--- src/rtl/shift_pkg.sv ---
// Shared definitions for the serial bit link (shift_out transmitter and
// shift_reg receiver): FSM state encoding and the default word width.
package shift_pkg;

    // Default word width in bits for both ends of the link.
    localparam int DEFAULT_MSB = 16;

    // Transmitter states: waiting for a word, or driving its bits.
    typedef enum logic {
        IDLE  = 1'b0,
        SHIFT = 1'b1
    } state_t;

endpackage : shift_pkg

--- src/rtl/shift_out.sv ---
// Parallel-in, serial-out transmitter. Accepts a word on a valid/ready
// handshake and drives it MSB-first onto q, one bit per enabled clock.
// Back-to-back words follow each other with no idle bit in between.
module shift_out
    import shift_pkg::*;
#(
    parameter int MSB = DEFAULT_MSB
) (
    input  logic           clk,
    input  logic           rst,
    input  logic           en,
    input  logic [MSB-1:0] din,
    input  logic           din_valid,
    output logic           din_ready,
    output logic           q,
    output logic           q_valid,
    output logic           q_last
);

    localparam int CW = $clog2(MSB);

    // Counter value loaded with a fresh word: number of bits still to go
    // after the one currently on the line.
    localparam logic [CW-1:0] CNT_TOP  = CW'(MSB - 1);
    localparam logic [CW-1:0] CNT_ZERO = {CW{1'b0}};
    localparam logic [CW-1:0] CNT_ONE  = CW'(1);

    state_t         state_r;
    state_t         state_s;
    logic [MSB-1:0] sreg_r;
    logic [MSB-1:0] sreg_s;
    logic [CW-1:0]  cnt_r;
    logic [CW-1:0]  cnt_s;
    logic           cnt_zero_s;

    assign cnt_zero_s = (cnt_r == CNT_ZERO);

    // Next-state, shift and counter logic; all paths assign every target.
    always_comb begin
        state_s = state_r;
        sreg_s  = sreg_r;
        cnt_s   = cnt_r;
        case (state_r)
            IDLE: begin
                // Acceptance in IDLE does not wait for the bit-rate enable.
                if (din_valid) begin
                    state_s = SHIFT;
                    sreg_s  = din;
                    cnt_s   = CNT_TOP;
                end else begin
                    state_s = IDLE;
                end
            end
            SHIFT: begin
                if (en) begin
                    if (!cnt_zero_s) begin
                        sreg_s = {sreg_r[MSB-2:0], 1'b0};
                        cnt_s  = cnt_r - CNT_ONE;
                    end else if (din_valid) begin
                        // Last bit consumed and another word waiting:
                        // reload without a gap bit.
                        sreg_s = din;
                        cnt_s  = CNT_TOP;
                    end else begin
                        state_s = IDLE;
                    end
                end else begin
                    // Enable low: hold everything so q stays stable.
                    state_s = SHIFT;
                end
            end
            default: begin
                state_s = IDLE;
                sreg_s  = {MSB{1'b0}};
                cnt_s   = CNT_ZERO;
            end
        endcase
    end

    // State, shift register and bit counter; reset aborts any word in flight.
    always_ff @(posedge clk or posedge rst) begin
        if (rst) begin
            state_r <= IDLE;
            sreg_r  <= {MSB{1'b0}};
            cnt_r   <= CNT_ZERO;
        end else begin
            state_r <= state_s;
            sreg_r  <= sreg_s;
            cnt_r   <= cnt_s;
        end
    end

    // Line outputs decode straight from registered state, so they are
    // glitch-free and fall to zero the moment reset is applied.
    assign q_valid = (state_r == SHIFT);
    assign q       = q_valid & sreg_r[MSB-1];
    assign q_last  = q_valid & cnt_zero_s;

    // Ready depends on en so a new word can be taken on the same edge that
    // consumes the last bit of the current one.
    assign din_ready = !rst && ((state_r == IDLE) ||
                                ((state_r == SHIFT) && cnt_zero_s && en));

endmodule : shift_out

--- config.mk ---
export PLATFORM = sky130hd
export DESIGN_NAME = shift_out
export DESIGN_NICKNAME = d
export VERILOG_FILES = /design/src/rtl/shift_pkg.sv /design/src/rtl/shift_out.sv
export SDC_FILE = /design/constraint.sdc
export NUM_CORES = 1
export LEC_CHECK = 0
export ABC_AREA = 0
export BUFFER_PORTS_ARGS = -buffer_cell sky130_fd_sc_hd__clkbuf_2
export CELL_PAD_IN_SITES_DETAIL_PLACEMENT = 1
export CELL_PAD_IN_SITES_GLOBAL_PLACEMENT = 1
export CORE_MARGIN = 4
export CORE_UTILIZATION = 40
export CTS_BUF_LIST = sky130_fd_sc_hd__clkbuf_16
export CTS_CLUSTER_SIZE = 28
export DETAILED_ROUTE_END_ITERATION = 7
export GPL_TIMING_DRIVEN = 0
export PLACE_DENSITY = 0.77
export SETUP_SLACK_MARGIN = 0.2
export SKIP_LAST_GASP = 1
export SYNTH_ARGS = -nofsm -noshare
export SYNTH_HDL_FRONTEND = slang
export SYNTH_SLANG_ARGS = --single-unit
--- constraint.sdc ---
create_clock -name clk -period 3.3 [get_ports clk]
set_input_delay 0.165 -clock clk [delete_from_list [all_inputs] [get_ports clk]]
set_output_delay 0.165 -clock clk [all_outputs]
set_load 0.01 [all_outputs]
==> metrics.log, run 1 <==
[metrics] transition time of the tightest slew-check pin: 0.826 ns
[metrics] Std-Cell Core Area: 2570 µm²
[metrics] leakage power total: 0.612 nW
[metrics] total iterations of the first detailed-routing run: 5
[metrics] total negative slack: 0 ns
[metrics] run status: finished clean
[metrics] synthesis-to-layout area growth: 20.6%
[metrics] Post-CTS Repair Setup Buffers: 0
[metrics] y dimension of the die: 60.6 µm
[metrics] R2R Path End: sreg_r[6]
[metrics] worst skew pair latency: 0.25 ns
[metrics] initial DRC count: 37
[metrics] final setup skew: 0.00283 ns
[metrics] logic depth of the worst path, buffers included: 6
[metrics] Min Hold Slack: 0.0646 ns
[metrics] Final Max Tran Viols: 0
[metrics] number of enable flip-flop cells after synthesis: 0
[metrics] Final Routed Wirelength: 2.81 mm
[metrics] number of distinct library cells after synthesis: 29
[metrics] number of instances in the synthesized netlist: 104
[metrics] startpoint type of the worst setup path: flip-flop
[metrics] maximum clock path buffer count: 2
[metrics] net count reported at finish: 152
[metrics] GP Congestion: 0.738
[metrics] Buf+Inv Stages, Crit Path: 3
[metrics] Critical Path End: q_last
[metrics] area occupied by registers: 526 µm²
[metrics] pin count of the biggest net entering global routing: 22
[metrics] average cell area after synthesis: 10.6 µm²
[metrics] arrival time of the worst setup path: 2.18 ns
[metrics] synthesis-stage register bit count: 21
[metrics] number of H-tree branching levels: 1
[metrics] Max IR drop VDD: 0.000353 V
[metrics] fraction of layout instances using a drive strength above 1: 26.2%
[metrics] max-slew headroom at the worst pin: 44.8%
[metrics] antenna-violating nets left: 0
[metrics] global-route wire length before repair: 4.62 mm
[metrics] startpoint of the worst-slack reg-to-reg timing path: cnt_r[0]
[metrics] Slowest Stage Delay on Critical Path: 0.44 ns
[metrics] start point of the critical path: cnt_r[0]
[metrics] Cell Rows: 18
[metrics] Total Power Consumption: 1.03 mW
[metrics] Die Footprint: 3670 µm²
[metrics] overall global routing resource usage: 17.1%
[metrics] top cell family by delay on the critical path: simple AND/OR/NAND/NOR gates
[metrics] endpoints failing hold: 0
[metrics] cts repair resizes: 0
[metrics] filler-free cell count of the finished design: 160
[metrics] total vias in the final route: 962
[metrics] post-placement cell count: 156
[metrics] critical path class: reg -> out
[metrics] number of cell instances on the worst register-to-register path: 6
[metrics] sequential-to-total area share from yosys stat: 47.5%
[metrics] achievable frequency: 0.426 GHz
[metrics] area occupied by multi-input gates: 531 µm²
[metrics] power per standard cell area: 769 nW/µm²
[metrics] vias in the first global route: 965
[metrics] Post-DP HPWL: 2.01 mm
[metrics] net count of the mapped netlist: 125
[metrics] nature of the critical path endpoint: primary output
[metrics] largest driver fanout on the critical path: 10
[metrics] number of fill cells in the layout: 292
[metrics] Critical-path top delay cell: nor3b_4
[metrics] synthesis warning total: 0
[metrics] TritonCTS clock tree: built
[metrics] total clock buffers created by CTS: 3
[metrics] summed area of non-filler cells in the final layout: 1340 µm²
[metrics] area share of the largest cell type after synthesis: 47.5%
[metrics] hold buffers post-CTS: 0
[metrics] netlist area before placement: 1110 µm²
[metrics] total of max-cap violations: 0
[metrics] Synth Flop Type: dfrtp_1
[metrics] placed standard-cell area: 1250 µm²
[metrics] clock slew at reported path FFs: 0.06 ns
[metrics] period utilization: 71.1%
[metrics] detail-routed net length per standard cell: 17.6 µm
[metrics] post-detailed-route DRC marker count: 0
[metrics] Starting Density: 43.1%
[metrics] number of top-level design ports: 24
[metrics] crit path time final: 2.35 ns
[metrics] number of antenna violations at the first check in global routing: 0
[metrics] Worst Path Required: 3.13 ns
[metrics] sequence of cells on the critical path: inv_1, ha_1, nor3b_4, clkbuf_1, and2_1, clkbuf_2
[metrics] routed vias/inst: 6.01
[metrics] worst reg-to-reg setup slack: 1.18 ns
[metrics] Port Buffer Count: 22
[metrics] top cells by count, synth: dfrtp_1, a221o_1, nor3b_1
[metrics] path type of the worst min-delay path: in -> async
[metrics] RSZ-0062 raised after global routing: false
[metrics] Die Span X: 60.6 µm
[metrics] top post-synthesis cells by area: dfrtp_1, a221o_1, nor3b_1
[metrics] CTS sink cnt: 21
[metrics] cell at the root of the clock tree: clkbuf_16
[metrics] global route total overflow: 0
[metrics] Setup-failing EPs final: 0
[metrics] Async S/R FF share, synth: 100%
[metrics] top-count cell post-synth: dfrtp_1
[metrics] ant diodes: 0
[metrics] cell taking the most area after synthesis: dfrtp_1
## final cells by class
class | instances | share of cell area, %
clock inverter | 1 | 0.375
clock buffer | 3 | 5.62
inverter | 4 | 1.12
tap | 30 | 2.81
timing repair buffer | 22 | 8.25
multi-input combinational | 71 | 39.7
buffer | 8 | 2.72
sequential | 21 | 39.4
## through the flow
stage / utilization, % / setup slack [ns]
final: 52.0 / 0.955
after detailed placement: 48.9 / 1.21
after floorplan: - / 1.52
after CTS: 52.0 / 0.954
after global routing: 52.0 / 0.781
after global placement: 48.9 / 1.24
## per-layer routing
metal,track usage (%),part of all wire [%]
met1,22.8,46
met2,28.4,48
met3,2.55,4.7
met4,5.57,1.4
met5,0,0
## cells in the final DEF (no fill, tap or decap), types with 3 or more instances in the layout
cell type,n
nor2_1,3
clkbuf_1,3
nand3_1,5
nor2b_1,3
nand2_1,5
inv_1,4
and2_1,3
a2bb2oi_1,5
a21oi_1,4
dfrtp_1,21
o32ai_1,5
buf_2,5
a221o_1,10
nor3_1,3
nor3b_1,9
clkbuf_2,22
clkbuf_16,3
## power breakdown
| part | internal, mW | leakage [nW] | switching [mW] |
|---|---|---|---|
| Clock | 0.163 | 0.0409 | 0.0939 |
| Combinational | 0.178 | 0.315 | 0.160 |
| Sequential | 0.360 | 0.256 | 0.0735 |
| Total | 0.700 | 0.612 | 0.327 |
## flip-flops by register name, summed over array words and instances (netlist names)
signal	flops
sreg_r	16
q_valid	1
cnt_r	4
## cells by family (layout without fill, tap and decap cells)
| kind of cell | Yosys count | in the layout | synth area share [%] |
|---|---|---|---|
| AO/OA/AOI/OAI | 35 | 35 | 26.6 |
| AND/OR/NAND/NOR | 34 | 34 | 19.3 |
| flip-flops | 21 | 21 | 47.5 |
| buffers and inverters | 12 | 38 | 4.63 |
| adder cells (fa/ha/maj) | 1 | 1 | 1.13 |
| multiplexers | 1 | 1 | 0.904 |
## worst min-delay path by stage
stage	from	to	slack, ns	depth (start not counted)
floorplan	rst	cnt_r[0]	0.14	1
global placement	rst	q_valid	0.36	2
detailed placement	rst	sreg_r[15]	0.36	2
CTS	rst	sreg_r[1]	0.09	2
global route	rst	sreg_r[2]	0.15	2
finish	rst	sreg_r[1]	0.06	2
No activity file was read; power rests on OpenSTA's default activity.
==> inputs of run 2 (changes only) <==
Settings changed: CORE_UTILIZATION 40 to 37, PLACE_DENSITY 0.77 to 0.75.
Clock period 3.3 ns to 1.96 ns, I/O delays scaled along.
==> run 2 against run 1 <==
Compared with the run above: the flow now finishes with violations (negative hold slack); clock skew hardly changed; total power is 87% higher; setup slack lost 0.80 ns; non-clock buffer count grew 11; via count is 7.0% higher; wire length increased by 18%; die area is 7.0% higher; sequential share of layout area fell by 4.2 points; highest routed layer unchanged.
==> metrics.log, run 2 (synthesized netlist as in run 1, its figures left out) <==
[metrics] run status: finished with violations
[metrics] violations in the final reports: negative hold slack
[metrics] global route total overflow: 0 (unchanged)
[metrics] Final Util: 53.3% (+1.3 points)
[metrics] R2R Path End: sreg_r[8]
[metrics] leakage power total: 0.689 nW (+13%)
[metrics] Cell Rows: 19 (+1)
[metrics] transition time of the tightest slew-check pin: 0.811 ns (-0.0149 ns)
[metrics] startpoint type of the worst setup path: flip-flop
[metrics] Final Max Tran Viols: 0 (unchanged)
[metrics] global-route wire length before repair: 5.64 mm (+22%)
[metrics] total clock buffers created by CTS: 3 (unchanged)
[metrics] Min Hold Slack: -0.00710 ns (-0.0717 ns)
[metrics] maximum clock path buffer count: 2 (unchanged)
[metrics] Setup-failing EPs final: 0 (unchanged)
[metrics] routed wire length on met3: 169 µm (+28%)
[metrics] period utilization: 92.2%
[metrics] path type of the worst min-delay path: in -> async
[metrics] number of top-level design ports: 24 (unchanged)
[metrics] pin count of the biggest net entering global routing: 22 (unchanged)
[metrics] top routing layer in use: met4
[metrics] Die Span X: 62.7 µm (+3.4%)
[metrics] number of H-tree branching levels: 1 (unchanged)
[metrics] post-placement cell count: 157 (+0.64%)
[metrics] max-slew headroom at the worst pin: 45.8% (+1.0 points)
[metrics] Starting Density: 39.5% (-3.7 points)
[metrics] TritonCTS clock tree: built
[metrics] clock slew at reported path FFs: 0.06 ns (about the same)
[metrics] Port Buffer Count: 22 (unchanged)
[metrics] startpoint of the worst-slack reg-to-reg timing path: cnt_r[0]
[metrics] wire length on met1: 1.43 mm (+10%)
[metrics] ant diodes: 0 (unchanged)
[metrics] cell at the root of the clock tree: clkbuf_16
[metrics] fraction of layout instances using a drive strength above 1: 39.0% (+13 points)
[metrics] largest driver fanout on the critical path: 5 (-5)
[metrics] Max IR drop VDD: 0.000587 V (+66%)
[metrics] vias in the first global route: 1,140 (+18%)
[metrics] overall global routing resource usage: 18.3% (+1.2 points)
[metrics] filler-free cell count of the finished design: 172 (+7.5%)
[metrics] GP Congestion: 0.804 (+8.9%)
[metrics] initial DRC count: 61 (+65%)
[metrics] number of antenna violations at the first check in global routing: 0 (unchanged)
[metrics] nature of the critical path endpoint: flip-flop
[metrics] synthesis-to-layout area growth: 34.9%
[metrics] max FFs per register: 16 (unchanged)
[metrics] crit path time final: 1.81 ns
[metrics] routed vias/inst: 5.98 (-0.50%)
[metrics] worst skew pair latency: 0.25 ns (about the same)
[metrics] arrival time of the worst setup path: 1.94 ns (-0.24 ns)
[metrics] Std-Cell Core Area: 2810 µm² (+9.3%)
[metrics] total of max-cap violations: 0 (unchanged)
[metrics] detail-routed net length per standard cell: 19.2 µm (+9.3%)
[metrics] commonest non-fill, non-tap cell in the layout: clkbuf_2
[metrics] met2 routed WL: 1.65 mm (+23%)
[metrics] y dimension of the die: 62.7 µm (+3.4%)
[metrics] post-detailed-route DRC marker count: 0 (unchanged)
[metrics] commonest cells after routing, fill and taps aside: clkbuf_2, dfrtp_1, a221o_1
[metrics] RSZ-0062 raised after global routing: true
[metrics] total iterations of the first detailed-routing run: 4 (-1)
[metrics] critical path class: reg -> reg
[metrics] antenna-violating nets left: 0 (unchanged)
[metrics] Post-DP HPWL: 2.06 mm (+2.6%)
[metrics] Final Routed Wirelength: 3.30 mm (+18%)
[metrics] achievable frequency: 0.553 GHz
[metrics] register with the most flip-flops: sreg_r
[metrics] number of cell instances on the worst register-to-register path: 7 (+1)
[metrics] total vias in the final route: 1,029 (+7.0%)
[metrics] endpoints failing hold: 12 (+12)
[metrics] hold buffers post-CTS: 0 (unchanged)
[metrics] worst reg-to-reg setup slack: 0.15 ns (-1.03 ns)
[metrics] CTS sink cnt: 21 (unchanged)
[metrics] Die Footprint: 3930 µm² (+7.0%)
[metrics] net count reported at finish: 163 (+7.2%)
[metrics] power per standard cell area: 1280 nW/µm² (+67%)
[metrics] final setup skew: 0.00311 ns (+0.000271 ns)
[metrics] Worst Path Required: 2.09 ns (-1.04 ns)
==> run 2: what timing repair did <==
action | in CTS | in global routing
resized for setup | 10 | 14
endpoints found under the hold margin | 0 | 0
endpoints found under the setup margin | 19 | 20
pin swaps | 6 | 9
setup buffers | 9 | 1
cloned | 1 | 0
==> run 2: cell type report <==
cell class / instances / area, µm²
Timing Repair Buffer: 33 / 208
Clock inverter: 1 / 3.75
Tap cell: 31 / 38.8
Multi-Input combinational cell: 71 / 579
Sequential cell: 21 / 526
Inverter: 4 / 15.0
Fill cell: 303 / 1310
Clock buffer: 3 / 75.1
Buffer: 8 / 48.8
==> run 2: through the flow <==
stage	cell area (µm²)	total power, mW	hold WS [ns]	setup TNS, ns	setup WS, ns
final	1490	1.92	-0.00710	0	0.153
after global routing	1490	2.04	0.0789	0	0.102
after CTS	1440	1.86	0.0451	0	0.179
after detailed placement	1260	1.30	0.304	-0.345	-0.111
after global placement	1260	1.27	0.287	-0.184	-0.0686
after floorplan	1110	1.14	0.0745	0	0.225
==> run 2: worst max-delay path by stage <==
stage / end / slack, ns / startpoint
after floorplan: sreg_r[5] / 0.23 / cnt_r[0]
after global placement: sreg_r[5] / -0.07 / cnt_r[0]
after detailed placement: sreg_r[6] / -0.11 / cnt_r[0]
after CTS: q_last / 0.18 / cnt_r[1]
after global routing: q_last / 0.10 / cnt_r[1]
final: sreg_r[8] / 0.15 / cnt_r[0]
==> run 2: report_power, final <==
part / switching, mW / leakage [nW] / internal (mW) / total, mW
registers: 0.116 / 0.256 / 0.606 / 0.721
clock network: 0.159 / 0.0423 / 0.272 / 0.431
logic: 0.337 / 0.390 / 0.429 / 0.766
total: 0.611 / 0.689 / 1.31 / 1.92
==> run 2: critical path, cell delays in order, from the launching register on <==
cell and delay, ns:
dfrtp_1 0.36, inv_2 0.06, ha_4 0.17, nor3b_4 0.16
buf_6 0.13, a211o_4 0.35, buf_6 0.14, a221o_1 0.32
==> run 2: routing by layer <==
layer  vias to the layer above  track usage [%]
met3                         5             4.14
met1                       514             23.9
li1                        481                -
met2                        29             29.4
met5                         -                0
met4                         0             6.61
==> inputs of run 3 (changes only) <==
Settings changed: CORE_UTILIZATION 37 to 39, CTS_BUF_LIST sky130_fd_sc_hd__clkbuf_16 to sky130_fd_sc_hd__clkbuf_8, PLACE_DENSITY 0.75 to 0.79.
==> run 3 against run 2 <==
Compared with the run above: the run still ends with negative hold slack left; via count fell by 1.1%; total power down 7.4%; sequential power is essentially flat; maximum frequency up 0.76%; critical path depth is the same; die area is 4.5% lower.
==> metrics.log, run 3 (synthesized netlist as in run 1, its figures left out) <==
[metrics] total clock buffers created by CTS: 3 (unchanged)
[metrics] ant diodes: 0 (unchanged)
[metrics] fraction of layout instances using a drive strength above 1: 37.1% (-1.9 points)
[metrics] filler-free cell count of the finished design: 171 (-0.58%)
[metrics] worst skew pair latency: 0.27 ns (+0.02 ns)
[metrics] Max IR drop VDD: 0.000739 V (+26%)
[metrics] Die Footprint: 3760 µm² (-4.5%)
[metrics] commonest non-fill, non-tap cell in the layout: clkbuf_2
[metrics] total iterations of the first detailed-routing run: 4 (unchanged)
[metrics] Final Max Tran Viols: 0 (unchanged)
[metrics] summed area of non-filler cells in the final layout: 1440 µm² (-3.4%)
[metrics] max-slew headroom at the worst pin: 45.6% (-0.21 points)
[metrics] Port Buffer Count: 22 (unchanged)
[metrics] violations in the final reports: negative hold slack
[metrics] transition time of the tightest slew-check pin: 0.815 ns (+0.00308 ns)
[metrics] power per standard cell area: 1230 nW/µm² (-4.2%)
[metrics] Cell Rows: 19 (unchanged)
[metrics] period utilization: 91.5% (-0.70 points)
[metrics] maximum clock path buffer count: 2 (unchanged)
[metrics] leakage power total: 0.666 nW (-3.4%)
[metrics] Die Span X: 61.3 µm (-2.3%)
[metrics] Worst Path Required: 2.11 ns (+0.02 ns)
[metrics] crit path time final: 1.79 ns (-0.0137 ns)
[metrics] arrival time of the worst setup path: 1.95 ns (about the same)
[metrics] commonest cells after routing, fill and taps aside: clkbuf_2, dfrtp_1, a221o_1
[metrics] Starting Density: 40.5% (+1.0 points)
[metrics] clock slew at reported path FFs: 0.08 ns (+0.02 ns)
[metrics] synthesis-to-layout area growth: 30.4%
[metrics] net count reported at finish: 162 (-0.61%)
[metrics] overall global routing resource usage: 18.3% (+0.090 points)
[metrics] critical path class: reg -> reg
[metrics] register with the most flip-flops: sreg_r
[metrics] largest driver fanout on the critical path: 8 (+3)
[metrics] initial DRC count: 60 (-1.6%)
[metrics] placed standard-cell area: 1260 µm² (unchanged)
[metrics] CTS sink cnt: 21 (unchanged)
[metrics] cell at the root of the clock tree: clkbuf_8
[metrics] Std-Cell Core Area: 2730 µm² (-2.5%)
[metrics] global route total overflow: 0 (unchanged)
[metrics] endpoints failing hold: 21 (+9)
[metrics] Setup-failing EPs final: 0 (unchanged)
[metrics] GP Congestion: 0.733 (-8.9%)
[metrics] startpoint type of the worst setup path: flip-flop
[metrics] y dimension of the die: 61.3 µm (-2.3%)
[metrics] achievable frequency: 0.558 GHz (+0.76%)
[metrics] Final Routed Wirelength: 3.14 mm (-4.8%)
[metrics] fin worst setup slack: 0.167 ns (+0.0137 ns)
[metrics] TritonCTS clock tree: built
[metrics] number of antenna violations at the first check in global routing: 0 (unchanged)
[metrics] Min Hold Slack: -0.0256 ns (-0.0185 ns)
[metrics] path type of the worst min-delay path: in -> async
[metrics] number of H-tree branching levels: 1 (unchanged)
[metrics] total of max-cap violations: 0 (unchanged)
[metrics] total negative slack: 0 ns (unchanged)
[metrics] Total Power Consumption: 1.78 mW (-7.4%)
[metrics] routed vias/inst: 5.95 (-0.49%)
[metrics] max FFs per register: 16 (unchanged)
[metrics] Post-Place Setup Slack: -0.143 ns (-0.0314 ns)
[metrics] nature of the critical path endpoint: flip-flop
[metrics] antenna-violating nets left: 0 (unchanged)
[metrics] run status: finished with violations
[metrics] pin count of the biggest net entering global routing: 22 (unchanged)
[metrics] detail-routed net length per standard cell: 18.4 µm (-4.2%)
[metrics] number of top-level design ports: 24 (unchanged)
[metrics] Post-DP HPWL: 1.97 mm (-4.5%)
[metrics] total vias in the final route: 1,018 (-1.1%)
[metrics] RSZ-0062 raised after global routing: true
[metrics] vias in the first global route: 1,051 (-7.8%)
[metrics] final setup skew: 0.00142 ns (-0.00169 ns)
[metrics] post-placement cell count: 157 (unchanged)
[metrics] global-route wire length before repair: 4.95 mm (-12%)
[metrics] post-detailed-route DRC marker count: 0 (unchanged)
## run 3: cell type report
cell class              count  area [µm²]
fillers                   313        1290
multi-input cells          71         566
flip-flops and latches     21         526
repair buffers             32         205
plain buffers               8        47.5
clock buffers               3        41.3
well taps                  31        38.8
inverters                   4        15.0
clock inverters             1        5.00
## run 3: worst max-delay path, cell delays in order (launching register included)
cell     delay, ns
dfrtp_1       0.39
inv_2         0.07
ha_4          0.17
nor3b_4       0.16
buf_6         0.13
a211o_1       0.29
buf_6         0.15
a221o_1       0.32
## run 3: power by group
part / leakage, nW / total, mW / switching (mW) / internal (mW)
combinational: 0.384 / 0.760 / 0.334 / 0.426
clock: 0.0255 / 0.298 / 0.156 / 0.142
sequential: 0.256 / 0.718 / 0.114 / 0.604
## run 3: per-stage QoR
step	hold slack [ns]	utilization, %
floorplan	0.0745	-
global placement	0.291	46.0
detailed placement	0.313	46.0
CTS	0.0185	51.7
global route	0.0402	52.8
finish	-0.0256	52.8
## run 3: metal layers
metal	vias up	global-route usage [%]	routed length (µm)
li1	478	-	-
met2	25	32.8	1630
met3	4	1.68	157
met5	-	0	0
met1	511	22.1	1310
met4	0	8.36	49
## run 3: worst paths after layout
path,start,slack [ns],cells past startpoint,endpoint
setup / recovery,cnt_r[0],0.17,7,sreg_r[5]
hold / removal,rst,-0.03,2,cnt_r[3]
setup reg to reg,cnt_r[0],0.17,7,sreg_r[5]
hold reg to reg,sreg_r[9],0.52,1,sreg_r[9]
max in group asynchronous,rst,1.48,2,sreg_r[1]
min in group clk,din[0],0.04,2,sreg_r[0]
## run 3: what timing repair did
item / 4_1_cts / 5_1_grt
hold buffers: 0 / 0
resized for setup: 9 / 8
pin swaps: 12 / 0
setup buffers: 8 / 2
endpoints found under the setup margin: 19 / 20
